$ cat src/rtl/intadd_pkg.sv
// intadd_pkg: shared encodings and helpers
// for the SIMD integer add/sub pipeline.
package intadd_pkg;

  localparam logic [1:0] PREC_8   = 2'b00;
  localparam logic [1:0] PREC_16  = 2'b01;
  localparam logic [1:0] PREC_32  = 2'b11;
  localparam logic [1:0] PREC_RSV = 2'b10;

  typedef struct packed {
    logic [1:0] prec;
    logic       sgn;
    logic       sat;
    logic       sub;
  } mode_t;

  function automatic int lane_width(logic [1:0] prec);
    int w;
    case (prec)
      PREC_8:  w = 8;
      PREC_16: w = 16;
      PREC_32: w = 32;
      default: w = 0;
    endcase
    return w;
  endfunction

  function automatic int lane_count(logic [1:0] prec, int data_w);
    if (prec == PREC_RSV) return 0;
    return data_w / lane_width(prec);
  endfunction

endpackage

$ cat src/rtl/intadd_seg32.sv
// intadd_seg32: 32-bit segmented add/sub with
// carry kill at 8/16 boundaries and saturation.
module intadd_seg32
  import intadd_pkg::*;
(
  input  logic [31:0] a,
  input  logic [31:0] b,
  input  logic [1:0]  prec,
  input  logic        sgn,
  input  logic        sat,
  input  logic        sub,
  output logic [31:0] res,
  output logic [3:0]  ovf
);

  logic        p8, p16, p32;
  logic [31:0] bx;
  logic [31:0] sum;
  logic [4:0]  cc;
  logic [3:0]  first;
  logic [3:0]  last;
  logic [3:0]  lov;

  assign p8  = (prec == PREC_8);
  assign p16 = (prec == PREC_16);
  assign p32 = (prec == PREC_32);

  function automatic int end_byte(int k, logic m8, logic m16);
    if (m8)  return k;
    if (m16) return k | 1;
    return 3;
  endfunction

  // lane start/end byte markers for the current width
  always_comb begin
    first = '0;
    last  = '0;
    for (int k = 0; k < 4; k++) begin
      first[k] = (k == 0) || p8 || (p16 && k == 2);
      last[k]  = p8 || (p16 && (k % 2 == 1)) || (k == 3);
    end
  end

  // byte-wise carry chain; sub injects +1 at each lane start
  always_comb begin
    bx     = b ^ {32{sub}};
    sum    = '0;
    lov    = '0;
    cc     = '0;
    cc[0]  = sub;
    for (int k = 0; k < 4; k++) begin
      {cc[k+1], sum[8*k +: 8]} =
        {1'b0, a[8*k +: 8]} + {1'b0, bx[8*k +: 8]} +
        {8'd0, (first[k] ? sub : cc[k])};
      if (last[k]) begin
        if (sgn)
          lov[k] = (a[8*k+7] == bx[8*k+7]) &&
                   (sum[8*k+7] != a[8*k+7]);
        else
          lov[k] = cc[k+1] ^ sub;
      end
    end
  end

  // clamp overflowing lanes byte by byte
  always_comb begin
    res = sum;
    for (int k = 0; k < 4; k++) begin
      int e;
      logic an;
      e  = end_byte(k, p8, p16);
      an = a[8*e+7];
      if (sat && lov[e]) begin
        if (sgn) begin
          if (k == e) res[8*k +: 8] = an ? 8'h80 : 8'h7F;
          else        res[8*k +: 8] = an ? 8'h00 : 8'hFF;
        end else begin
          res[8*k +: 8] = sub ? 8'h00 : 8'hFF;
        end
      end
    end
  end

  // compact lane flags to lane index order
  always_comb begin
    ovf = '0;
    unique case (1'b1)
      p8:  ovf = lov;
      p16: ovf = {2'b00, lov[3], lov[1]};
      p32: ovf = {3'b000, lov[3]};
      default: ovf = '0;
    endcase
  end

endmodule

$ cat src/rtl/intadd_simd_pipe.sv
// intadd_simd_pipe: 2-stage SIMD integer add/sub
// with lane saturation, flags and sticky status.
module intadd_simd_pipe
  import intadd_pkg::*;
#(
  parameter  int DATA_W = 128,
  localparam int NL     = DATA_W / 8
) (
  input  logic              clk,
  input  logic              rst_n,
  input  logic              in_valid,
  output logic              in_ready,
  input  logic [DATA_W-1:0] src0,
  input  logic [DATA_W-1:0] src1,
  input  logic [1:0]        precision,
  input  logic              sign,
  input  logic              sat,
  input  logic              sub,
  output logic              out_valid,
  input  logic              out_ready,
  output logic [DATA_W-1:0] dst,
  output logic [NL-1:0]     ovf,
  output logic              err,
  output logic              sticky_ovf,
  input  logic              sticky_clr
);

  localparam int NSEG = DATA_W / 32;

  logic              s1_valid;
  logic [DATA_W-1:0] s1_a;
  logic [DATA_W-1:0] s1_b;
  mode_t             s1_mode;

  logic              s2_load;
  logic              accept;
  logic              s1_p8, s1_p16, s1_p32, s1_rsv;

  logic [DATA_W-1:0] seg_res;
  logic [3:0]        seg_ovf [NSEG];
  logic [NL-1:0]     c_ovf;
  logic [NL-1:0]     lmask;
  logic [DATA_W-1:0] n_dst;
  logic [NL-1:0]     n_ovf;
  logic              n_err;

  assign s2_load  = !out_valid || out_ready;
  assign in_ready = !s1_valid || s2_load;
  assign accept   = in_valid && in_ready;

  assign s1_p8  = (s1_mode.prec == PREC_8);
  assign s1_p16 = (s1_mode.prec == PREC_16);
  assign s1_p32 = (s1_mode.prec == PREC_32);
  assign s1_rsv = (s1_mode.prec == PREC_RSV);

  genvar g;
  for (g = 0; g < NSEG; g++) begin : g_seg
    intadd_seg32 u_seg (
      .a    (s1_a[32*g +: 32]),
      .b    (s1_b[32*g +: 32]),
      .prec (s1_mode.prec),
      .sgn  (s1_mode.sgn),
      .sat  (s1_mode.sat),
      .sub  (s1_mode.sub),
      .res  (seg_res[32*g +: 32]),
      .ovf  (seg_ovf[g])
    );
  end

  // gather segment flags into global lane order
  always_comb begin
    c_ovf = '0;
    for (int s = 0; s < NSEG; s++) begin
      unique case (1'b1)
        s1_p8:  c_ovf[4*s +: 4] = seg_ovf[s];
        s1_p16: c_ovf[2*s +: 2] = seg_ovf[s][1:0];
        s1_p32: c_ovf[s]        = seg_ovf[s][0];
        default: ;
      endcase
    end
  end

  // stage-2 next values; unused flag bits forced low
  always_comb begin
    lmask = '0;
    for (int j = 0; j < NL; j++)
      lmask[j] = (j < lane_count(s1_mode.prec, DATA_W));
    n_dst = s1_rsv ? '0 : seg_res;
    n_ovf = s1_rsv ? '0 : (c_ovf & lmask);
    n_err = s1_rsv;
  end

  // stage 1: capture operands and mode on accept
  always_ff @(posedge clk or negedge rst_n) begin
    if (!rst_n) begin
      s1_valid <= 1'b0;
      s1_a     <= '0;
      s1_b     <= '0;
      s1_mode  <= '0;
    end else if (accept) begin
      s1_valid <= 1'b1;
      s1_a     <= src0;
      s1_b     <= src1;
      s1_mode  <= '{precision, sign, sat, sub};
    end else if (s2_load) begin
      s1_valid <= 1'b0;
    end
  end

  // stage 2: result registers, held while stalled
  always_ff @(posedge clk or negedge rst_n) begin
    if (!rst_n) begin
      out_valid <= 1'b0;
      dst       <= '0;
      ovf       <= '0;
      err       <= 1'b0;
    end else if (s2_load) begin
      out_valid <= s1_valid;
      if (s1_valid) begin
        dst <= n_dst;
        ovf <= n_ovf;
        err <= n_err;
      end
    end
  end

  // sticky overflow: set on handshake, clear wins only alone
  always_ff @(posedge clk or negedge rst_n) begin
    if (!rst_n)
      sticky_ovf <= 1'b0;
    else if (out_valid && out_ready)
      sticky_ovf <= (sticky_ovf && !sticky_clr) || (|ovf);
    else if (sticky_clr)
      sticky_ovf <= 1'b0;
  end

endmodule

$ cat config.mk
export PLATFORM = sky130hd
export DESIGN_NAME = intadd_simd_pipe
export DESIGN_NICKNAME = d
export VERILOG_FILES = /design/src/rtl/intadd_pkg.sv /design/src/rtl/intadd_seg32.sv /design/src/rtl/intadd_simd_pipe.sv
export SDC_FILE = /design/constraint.sdc
export NUM_CORES = 1
export LEC_CHECK = 0
export BUFFER_PORTS_ARGS = -buffer_cell sky130_fd_sc_hd__buf_2
export CAP_MARGIN = 20
export CORE_ASPECT_RATIO = 0.6
export CORE_MARGIN = 2
export CORE_UTILIZATION = 49
export DETAILED_ROUTE_END_ITERATION = 16
export GPL_TIMING_DRIVEN = 0
export PLACE_DENSITY_LB_ADDON = 0.25
export SYNTH_ARGS = -nofsm -noshare
export SYNTH_HDL_FRONTEND = slang
export SYNTH_SLANG_ARGS = --single-unit
$ cat constraint.sdc
create_clock -name clk -period 9.85 [get_ports clk]
set_input_delay 1.4775 -clock clk [delete_from_list [all_inputs] [get_ports clk]]
set_output_delay 1.4775 -clock clk [all_outputs]
set_load 0.1 [all_outputs]
==> results of run 1 <==
[placed cells by master, fill, tap and decap left out, types with 33 or more instances in the layout]
cell / synthesis / routed
a21oi_1: 101 / 94
buf_2: 4 / 415
nand2_1: 158 / 156
xnor2_1: 63 / 63
xor2_1: 165 / 165
o21ai_0: 120 / 116
nor2_1: 152 / 149
nor3_1: 36 / 33
clkbuf_16: 0 / 45
a221o_1: 36 / 36
mux2_2: 265 / 265
clkbuf_1: 70 / 69
ha_1: 118 / 118
dfrtp_1: 409 / 409
[stage by stage]
stage               setup slack [ns]  power (mW)
detailed placement             -2.49        7.60
CTS                          -0.0839        9.50
global route                 -0.0620        10.1
global placement               -2.24        7.50
finish                         0.317        9.61
floorplan                       1.29        6.43
[sequential cells by signal, summed over array words and instances (netlist names)]
signal and cells:
dst 128, err 1, out_valid 1, ovf 16, s1_a 128, s1_b 128
s1_mode 5, s1_valid 1, sticky_ovf 1
[power by group]
part           total [mW]  leakage (nW)  internal [mW]  switching (mW)
registers            2.40          4.91           2.10           0.300
clock network        1.82         0.755           1.11           0.705
logic                5.39          7.51           1.56            3.83
total                9.61          13.2           4.77            4.84
[path summary, 6_finish.rpt]
kind                                    endpoint  slack [ns]  cells after the start
setup / recovery             dst[15]$_DFFE_PN0P_        0.32                     33
hold / removal               dst[35]$_DFFE_PN0P_        0.47                      2
setup reg to reg             dst[15]$_DFFE_PN0P_        0.32                     33
hold reg to reg              dst[35]$_DFFE_PN0P_        0.47                      2
max in group asynchronous   s1_b[51]$_DFFE_PN0P_        7.39                      3
min in group asynchronous  s1_a[113]$_DFFE_PN0P_        1.02                      1
[final cells by class]
class,count,area (sq um),area share
diodes,4,10.0,0.000355
plain buffers,88,402,0.0143
clock buffers,60,1240,0.0441
clock inverters,15,307,0.0109
inverters,34,128,0.00453
multi-input cells,1567,12600,0.449
flip-flops and latches,409,10200,0.363
well taps,630,788,0.0280
repair buffers,442,2420,0.0859
[cells by family (layout without fill, tap and decap cells)]
logic type | Yosys count | count (layout)
fa+ha+maj | 146 | 146
buf+inv | 124 | 639
xor+xnor | 228 | 228
simple gates | 470 | 470
compound gates | 440 | 440
flops | 409 | 409
other cells | 0 | 4
mux | 283 | 283
[worst register-to-register path, delay by kind of cell (launching register included)]
kind | cells | cell delay [ns]
xor+xnor | 1 | 0.14
buf+inv | 4 | 0.92
compound gates | 15 | 3.50
mux | 1 | 0.19
fa+ha+maj | 7 | 3.15
flops | 1 | 0.34
simple gates | 5 | 1.20
[per-layer routing]
metal  vias up  part of all wire  global-route usage
met1      9416              0.44               0.424
met2       792              0.45               0.462
li1       8485                 -                   -
met5         -           0.00017                   0
met3       151             0.077              0.0604
met4         2             0.034               0.102
[repair_timing]
item	4_1_cts	5_1_grt
pin swaps	1	10
buffers inserted	4	12
gates resized for setup	45	51
setup endpoints to repair	136	132
gates cloned	0	0
==> tab_implementation.tex, run 1 <==
\begin{tabular}{lr}
\hline
Metric & Value \\
\hline
\multicolumn{2}{l}{\textbf{Outcome}} \\
Result of the run & completed \\
\multicolumn{2}{l}{\textbf{Setup path}} \\
Critical path origin & s1\_mode[0]\$\_DFFE\_PN0P\_ \\
Critical path class & reg -> reg \\
Worst Setup End Kind & flop \\
Critical register-to-register path startpoint & s1\_mode[0]\$\_DFFE\_PN0P\_ \\
Buf/Inv on CP & 4 \\
CP Data Arrival Time & between 9 and 10 ns \\
Maximum fanout along the worst path & 10 \\
Maximum cell stage delay along the critical path & approximately 0.48 ns \\
CP required & roughly 10 ns \\
Worst path slowest cell & fa\_1 \\
Most used cell, CP & fa\_1 \\
Launching element type of the critical path & flop \\
Delay-heaviest family, CP & compound AO/OA/AOI/OAI gates \\
\multicolumn{2}{l}{\textbf{Detailed routing}} \\
Vias after detailed routing & 18,846 \\
Vias per cell & about 5.8 \\
Detailed-route wire length & between 70 and 80 mm \\
Average wire length per cell after detail routing & roughly 23 um \\
Number of remaining DRC errors & 0 \\
First-pass DRT Iterations & 6 \\
Remaining number of nets flagged by the antenna check after routing & 0 \\
Count of routing violations after the opening detailed-route iteration & 1,490 \\
\multicolumn{2}{l}{\textbf{Yosys}} \\
Number of flip-flops and latches in the synthesized netlist & 409 \\
Number of standard cells after synthesis & $\sim$2,100 \\
Simple-Gate Fraction of Synth Area & 0.0920 \\
Most used DFF post-synth & dfrtp\_1 \\
Ranking of synthesized cells by instance count & dfrtp\_1, mux2\_2, xor2\_1, nand2\_1, nor2\_1 \\
Proportion of synthesized area in mux cells & 0.138 \\
Total number of yosys warnings & 0 \\
Fraction of registers with async set or reset after synthesis & 1.00 \\
Combined area of all synthesized cells & 23,100 sq um \\
Synthesized area divided by synthesized cell count & around 11 sq um \\
Main combinational cell family by area after synthesis & multiplexers \\
Net Count, Synth & approximately 2,500 \\
Most common cell in the synthesized netlist & dfrtp\_1 \\
Area share of the largest cell type after synthesis & 0.443 \\
Adder-cell share of the synthesized area & 0.0883 \\
Proportion of synthesized chip area in sequential cells & 0.443 \\
Complex-gate fraction of the synthesized area & 0.131 \\
Yosys top cell by area & dfrtp\_1 \\
Area contributors post-synth & dfrtp\_1, mux2\_2, ha\_1, xor2\_1, o21ai\_0 \\
Area share of xor/xnor cells in the synthesized design & 0.0865 \\
Library cells used by synthesis & between 70 and 80 \\
EDFF count, synth & 0 \\
\multicolumn{2}{l}{\textbf{Floorplanning}} \\
Initial core utilization & 0.497 \\
Core Box Area & between 40,000 and 50,000 sq um \\
Number of cell rows & between 60 and 70 \\
Total I/O pin count & a little over 400 \\
Die Wd & approximately 280 um \\
Height of the die & $\sim$170 um \\
Die area & roughly 50,000 sq um \\
\multicolumn{2}{l}{\textbf{Flow run}} \\
Total of max-cap violations & 0 \\
\multicolumn{2}{l}{\textbf{Power}} \\
Maximum vdd drop & $\sim$0.00028 V \\
Leakage & 13.2 nW \\
Power density of the placed cells & between 300 and 400 nW/um\^{}2 \\
\multicolumn{2}{l}{\textbf{Place}} \\
Final Wtd Congestion & a little over 0.9 \\
Placed cell area & $\sim$26,000 sq um \\
Placed cells & 3,155 \\
Final HPWL from detailed placement & between 50 and 60 mm \\
Number of port buffers & $\sim$410 \\
\multicolumn{2}{l}{\textbf{Global route}} \\
Overall Global Routing Usage & 0.300 \\
Largest net degree at the start of global routing & approximately 120 \\
Total gr overflow & 0 \\
Number of antenna violations at the first check in global routing & 4 \\
Vias in the first global route & about 18,000 \\
Wire length of the first global-routing pass & around 110 mm \\
\multicolumn{2}{l}{\textbf{STA}} \\
Final Setup Violations & 0 \\
Setup tns final & 0 ns \\
WHS & roughly 0.47 ns \\
Slew @ Worst Pin & about 1.1 ns \\
Slew headroom & 0.258 \\
Final-report max-slew violation count & 0 \\
Final count of hold timing violations & 0 \\
Final period utilization & 0.968 \\
Final period demand of the worst path & approximately 9.5 ns \\
Post-route clock skew & $\sim$0.018 ns \\
Maximum clock frequency & 0.105 GHz \\
\multicolumn{2}{l}{\textbf{Clocking}} \\
Max clock buf depth & 3 \\
CTS tree & done \\
Root Driver & clkbuf\_16 \\
Number of buffers created by CTS & 42 \\
Clock insertion delay at the later pin of the skew report & approximately 0.55 ns \\
Clock sink total & about 410 \\
Clock transition at the register clock pins on the worst setup and hold paths after CTS & $\sim$0.07 ns \\
CTS Hold Bufs & 0 \\
Count of H-tree levels built during CTS & 2 \\
\multicolumn{2}{l}{\textbf{Worst hold path}} \\
Worst min-delay path class & reg -> reg \\
Startpoint of the lowest-slack hold path & dst[35]\$\_DFFE\_PN0P\_ \\
\multicolumn{2}{l}{\textbf{Cells and area}} \\
Layout net count & 2,996 \\
Fraction of final layout cells sized beyond drive strength 1 & 0.325 \\
Final instance area & between 20,000 and 30,000 sq um \\
Area added between synthesis and finish & 22.1\% \\
End-of-flow core utilization & 0.607 \\
Final-layout fill cell count & 3,972 \\
Final cell count without fillers & around 3,200 \\
\hline
\end{tabular}
Note: power is estimated with default switching activity, not from simulation.
==> run 2, diff against run 1 <==
--- a/config.mk
+++ b/config.mk
@@ -12,7 +12,8 @@
 export CORE_UTILIZATION = 49
 export DETAILED_ROUTE_END_ITERATION = 16
 export GPL_TIMING_DRIVEN = 0
-export PLACE_DENSITY_LB_ADDON = 0.25
+export PLACE_DENSITY = 0.78
+export REMOVE_ABC_BUFFERS = 1
 export SYNTH_ARGS = -nofsm -noshare
 export SYNTH_HDL_FRONTEND = slang
 export SYNTH_SLANG_ARGS = --single-unit
==> run 2 against run 1 <==
Against the previous run: clock power is 5% lower; sequential cell count stayed put; global-route usage is 2.8 points lower; cell area hardly changed; sequential power hardly changed; highest routed layer unchanged; via count is 3.0% lower; non-clock buffer count is 69 lower.
==> tab_implementation.tex, run 2 (synthesis gave the netlist of run 1 again) <==
\begin{tabular}{lr}
\hline
Metric & Value \\
\hline
\multicolumn{2}{l}{\textbf{Outcome}} \\
Result of the run & completed (unchanged) \\
\multicolumn{2}{l}{\textbf{Power}} \\
Power density of the placed cells & 338 nW/um\^{}2 (was 341 nW/um\^{}2) \\
Leakage & 13.1 nW (was 13.2 nW) \\
Maximum vdd drop & 0.000213 V (was 0.000285 V) \\
\multicolumn{2}{l}{\textbf{Floorplanning}} \\
Height of the die & 172 um (unchanged) \\
Core Box Area & 46,400 sq um (unchanged) \\
Total I/O pin count & 414 (unchanged) \\
Initial core utilization & 0.497 (unchanged) \\
Die area & 48,900 sq um (unchanged) \\
Number of cell rows & 61 (unchanged) \\
Die Wd & 284 um (unchanged) \\
\multicolumn{2}{l}{\textbf{Setup path}} \\
Worst Setup End Kind & flop (unchanged) \\
Buf/Inv on CP & 2 (was 4) \\
Delay-heaviest family, CP & compound AO/OA/AOI/OAI gates (unchanged) \\
Maximum cell stage delay along the critical path & 0.58 ns (was 0.48 ns) \\
Maximum fanout along the worst path & 52 (was 10) \\
Launching element type of the critical path & flop (unchanged) \\
Most used cell, CP & fa\_1 (unchanged) \\
Critical path class & reg -> reg (unchanged) \\
CP required & 10.28 ns (about the same) \\
CP Data Arrival Time & 9.98 ns (was 9.96 ns) \\
Worst path slowest cell & dfrtp\_4 (was fa\_1) \\
\multicolumn{2}{l}{\textbf{STA}} \\
Final count of hold timing violations & 0 (unchanged) \\
Final period utilization & 0.969 (was 0.968) \\
Maximum clock frequency & 0.105 GHz (about the same) \\
Slew @ Worst Pin & 1.05 ns (was 1.11 ns) \\
Final-report max-slew violation count & 0 (unchanged) \\
RSZ-0062 raised after global routing & no \\
Post-route clock skew & 0.0113 ns (was 0.0185 ns) \\
Final Setup Violations & 0 (unchanged) \\
Slew headroom & 0.300 (was 0.258) \\
Worst Setup Slack, final & 0.303 ns (was 0.317 ns) \\
Final period demand of the worst path & 9.55 ns (was 9.53 ns) \\
\multicolumn{2}{l}{\textbf{Place}} \\
Final HPWL from detailed placement & 49.2 mm (was 56.7 mm) \\
Final Wtd Congestion & 0.867 (was 0.918) \\
Number of port buffers & 413 (unchanged) \\
Placed cells & 3,073 (was 3,155) \\
Worst slack at placement & -1.84 ns (was -2.49 ns) \\
\multicolumn{2}{l}{\textbf{Clocking}} \\
Clock transition at the register clock pins on the worst setup and hold paths after CTS & 0.06 ns (was 0.07 ns) \\
CTS Hold Bufs & 0 (unchanged) \\
Root Driver & clkbuf\_16 (unchanged) \\
Max clock buf depth & 3 (unchanged) \\
Clock sink total & 409 (unchanged) \\
CTS tree & done (unchanged) \\
Clock insertion delay at the later pin of the skew report & 0.55 ns (about the same) \\
Count of H-tree levels built during CTS & 2 (unchanged) \\
Number of buffers created by CTS & 41 (was 42) \\
\multicolumn{2}{l}{\textbf{Detailed routing}} \\
Count of routing violations after the opening detailed-route iteration & 1,187 (was 1,490) \\
Detailed route wirelength on metal2 & 31.8 mm (was 33.6 mm) \\
Remaining number of nets flagged by the antenna check after routing & 0 (unchanged) \\
Average wire length per cell after detail routing & 21.6 um (was 23.1 um) \\
Number of remaining DRC errors & 0 (unchanged) \\
Max Used Layer & met5 (unchanged) \\
Detailed-route wire length & 68.7 mm (was 75.0 mm) \\
Routed metal-1 wirelength & 29.4 mm (was 33.0 mm) \\
First-pass DRT Iterations & 6 (unchanged) \\
Vias after detailed routing & 18,277 (was 18,846) \\
Met3 WL & 5.09 mm (was 5.80 mm) \\
Vias per cell & 5.75 (was 5.80) \\
\multicolumn{2}{l}{\textbf{Flow run}} \\
Total of max-cap violations & 0 (unchanged) \\
\multicolumn{2}{l}{\textbf{Cells and area}} \\
Area added between synthesis and finish & 21.9\% (was 22.1\%) \\
Most common library cell in the layout ignoring fill and taps & buf\_2 (unchanged) \\
Fraction of final layout cells sized beyond drive strength 1 & 0.341 (was 0.325) \\
Area of the multi-input gates & 12,700 sq um (was 12,600 sq um) \\
Final cell count without fillers & 3,180 (was 3,249) \\
Seq. cell area & 10,200 sq um (about the same) \\
Final-layout fill cell count & 3,712 (was 3,972) \\
Most used cells in the layout excluding fill and tap cells & buf\_2, dfrtp\_1, mux2\_2 (unchanged) \\
Layout net count & 2,926 (was 2,996) \\
Largest registers & dst: 128 flops, s1\_a: 128 flops, s1\_b: 128 flops (unchanged) \\
\multicolumn{2}{l}{\textbf{Global route}} \\
Vias in the first global route & 18,342 (was 18,478) \\
Total gr overflow & 0 (unchanged) \\
Largest net degree at the start of global routing & 118 (was 121) \\
Number of antenna violations at the first check in global routing & 8 (was 4) \\
Wire length of the first global-routing pass & 104 mm (was 111 mm) \\
Overall Global Routing Usage & 0.271 (was 0.300) \\
\multicolumn{2}{l}{\textbf{Worst hold path}} \\
Worst min-delay path class & reg -> reg (unchanged) \\
\hline
\end{tabular}
-- run 2: changes by cell type in the layout (fill, tap and decap cells not counted), sizes merged --
cell	previous run	this run
clkinvlp	1	3
clkbuf	130	65
bufinv	9	5
clkinv	8	7
dlymetal6s2s	1	0
-- run 2: worst paths after layout --
check / startpoint / end / slack (ns) / depth (start not counted)
setup / recovery: s1_mode[0]$_DFFE_PN0P_ / dst[86]$_DFFE_PN0P_ / 0.30 / 32
hold / removal: dst[38]$_DFFE_PN0P_ / dst[38]$_DFFE_PN0P_ / 0.47 / 2
setup reg to reg: s1_mode[0]$_DFFE_PN0P_ / dst[86]$_DFFE_PN0P_ / 0.30 / 32
hold reg to reg: dst[38]$_DFFE_PN0P_ / dst[38]$_DFFE_PN0P_ / 0.47 / 2
max in group asynchronous: rst_n / s1_mode[0]$_DFFE_PN0P_ / 7.36 / 3
min in group asynchronous: rst_n / s1_a[114]$_DFFE_PN0P_ / 0.89 / 1
-- run 2: layout make-up --
type,count,share of cell area
multi-input combinational,1567,0.450
inverter,34,0.00471
clock inverter,12,0.00689
tap,630,0.0280
sequential,409,0.364
clock buffer,63,0.0462
antenna,4,0.000356
timing repair buffer,461,0.0994
-- run 2: worst register-to-register path, delay by kind of cell (launching register included) --
| family | cells | cell delay [ns] |
|---|---|---|
| buffers and inverters | 2 | 0.34 |
| muxes | 1 | 0.41 |
| DFF | 1 | 0.58 |
| adders and majority gates | 6 | 2.60 |
| AOI/OAI and AO/OA | 16 | 3.97 |
| and+or+nand+nor | 7 | 1.52 |
-- run 2: stage by stage --
stage | hold WS, ns | power (mW) | utilization | instance area [sq um] | TNS (ns)
after floorplan | 0.472 | 6.46 | - | 22700 | -237.61
after global placement | 0.453 | 7.48 | 0.551 | 25600 | -1353.87
after detailed placement | 0.456 | 7.58 | 0.561 | 26100 | -158.62
after CTS | 0.472 | 9.43 | 0.599 | 27800 | 0
after global routing | 0.493 | 10.0 | 0.606 | 28100 | 0
final | 0.465 | 9.51 | 0.606 | 28100 | 0
-- run 2: repair_timing --
action                                  CTS  global route
endpoints found under the setup margin  136           131
resized for setup                        27            32
gates cloned                              0             1
pin swaps                                 2             4
buffers inserted                          7            19
-- run 2: power by group --
part	leakage, nW	internal, mW	switching [mW]
Sequential	4.90	2.10	0.315
Clock	0.735	1.04	0.692
Combinational	7.51	1.57	3.79
Total	13.1	4.71	4.79
-- run 2: metal layers --
metal | vias up | global-route usage
li1 | 8337 | -
met1 | 9059 | 0.367
met3 | 156 | 0.0592
met4 | 8 | 0.0943
met2 | 717 | 0.435
met5 | - | 0
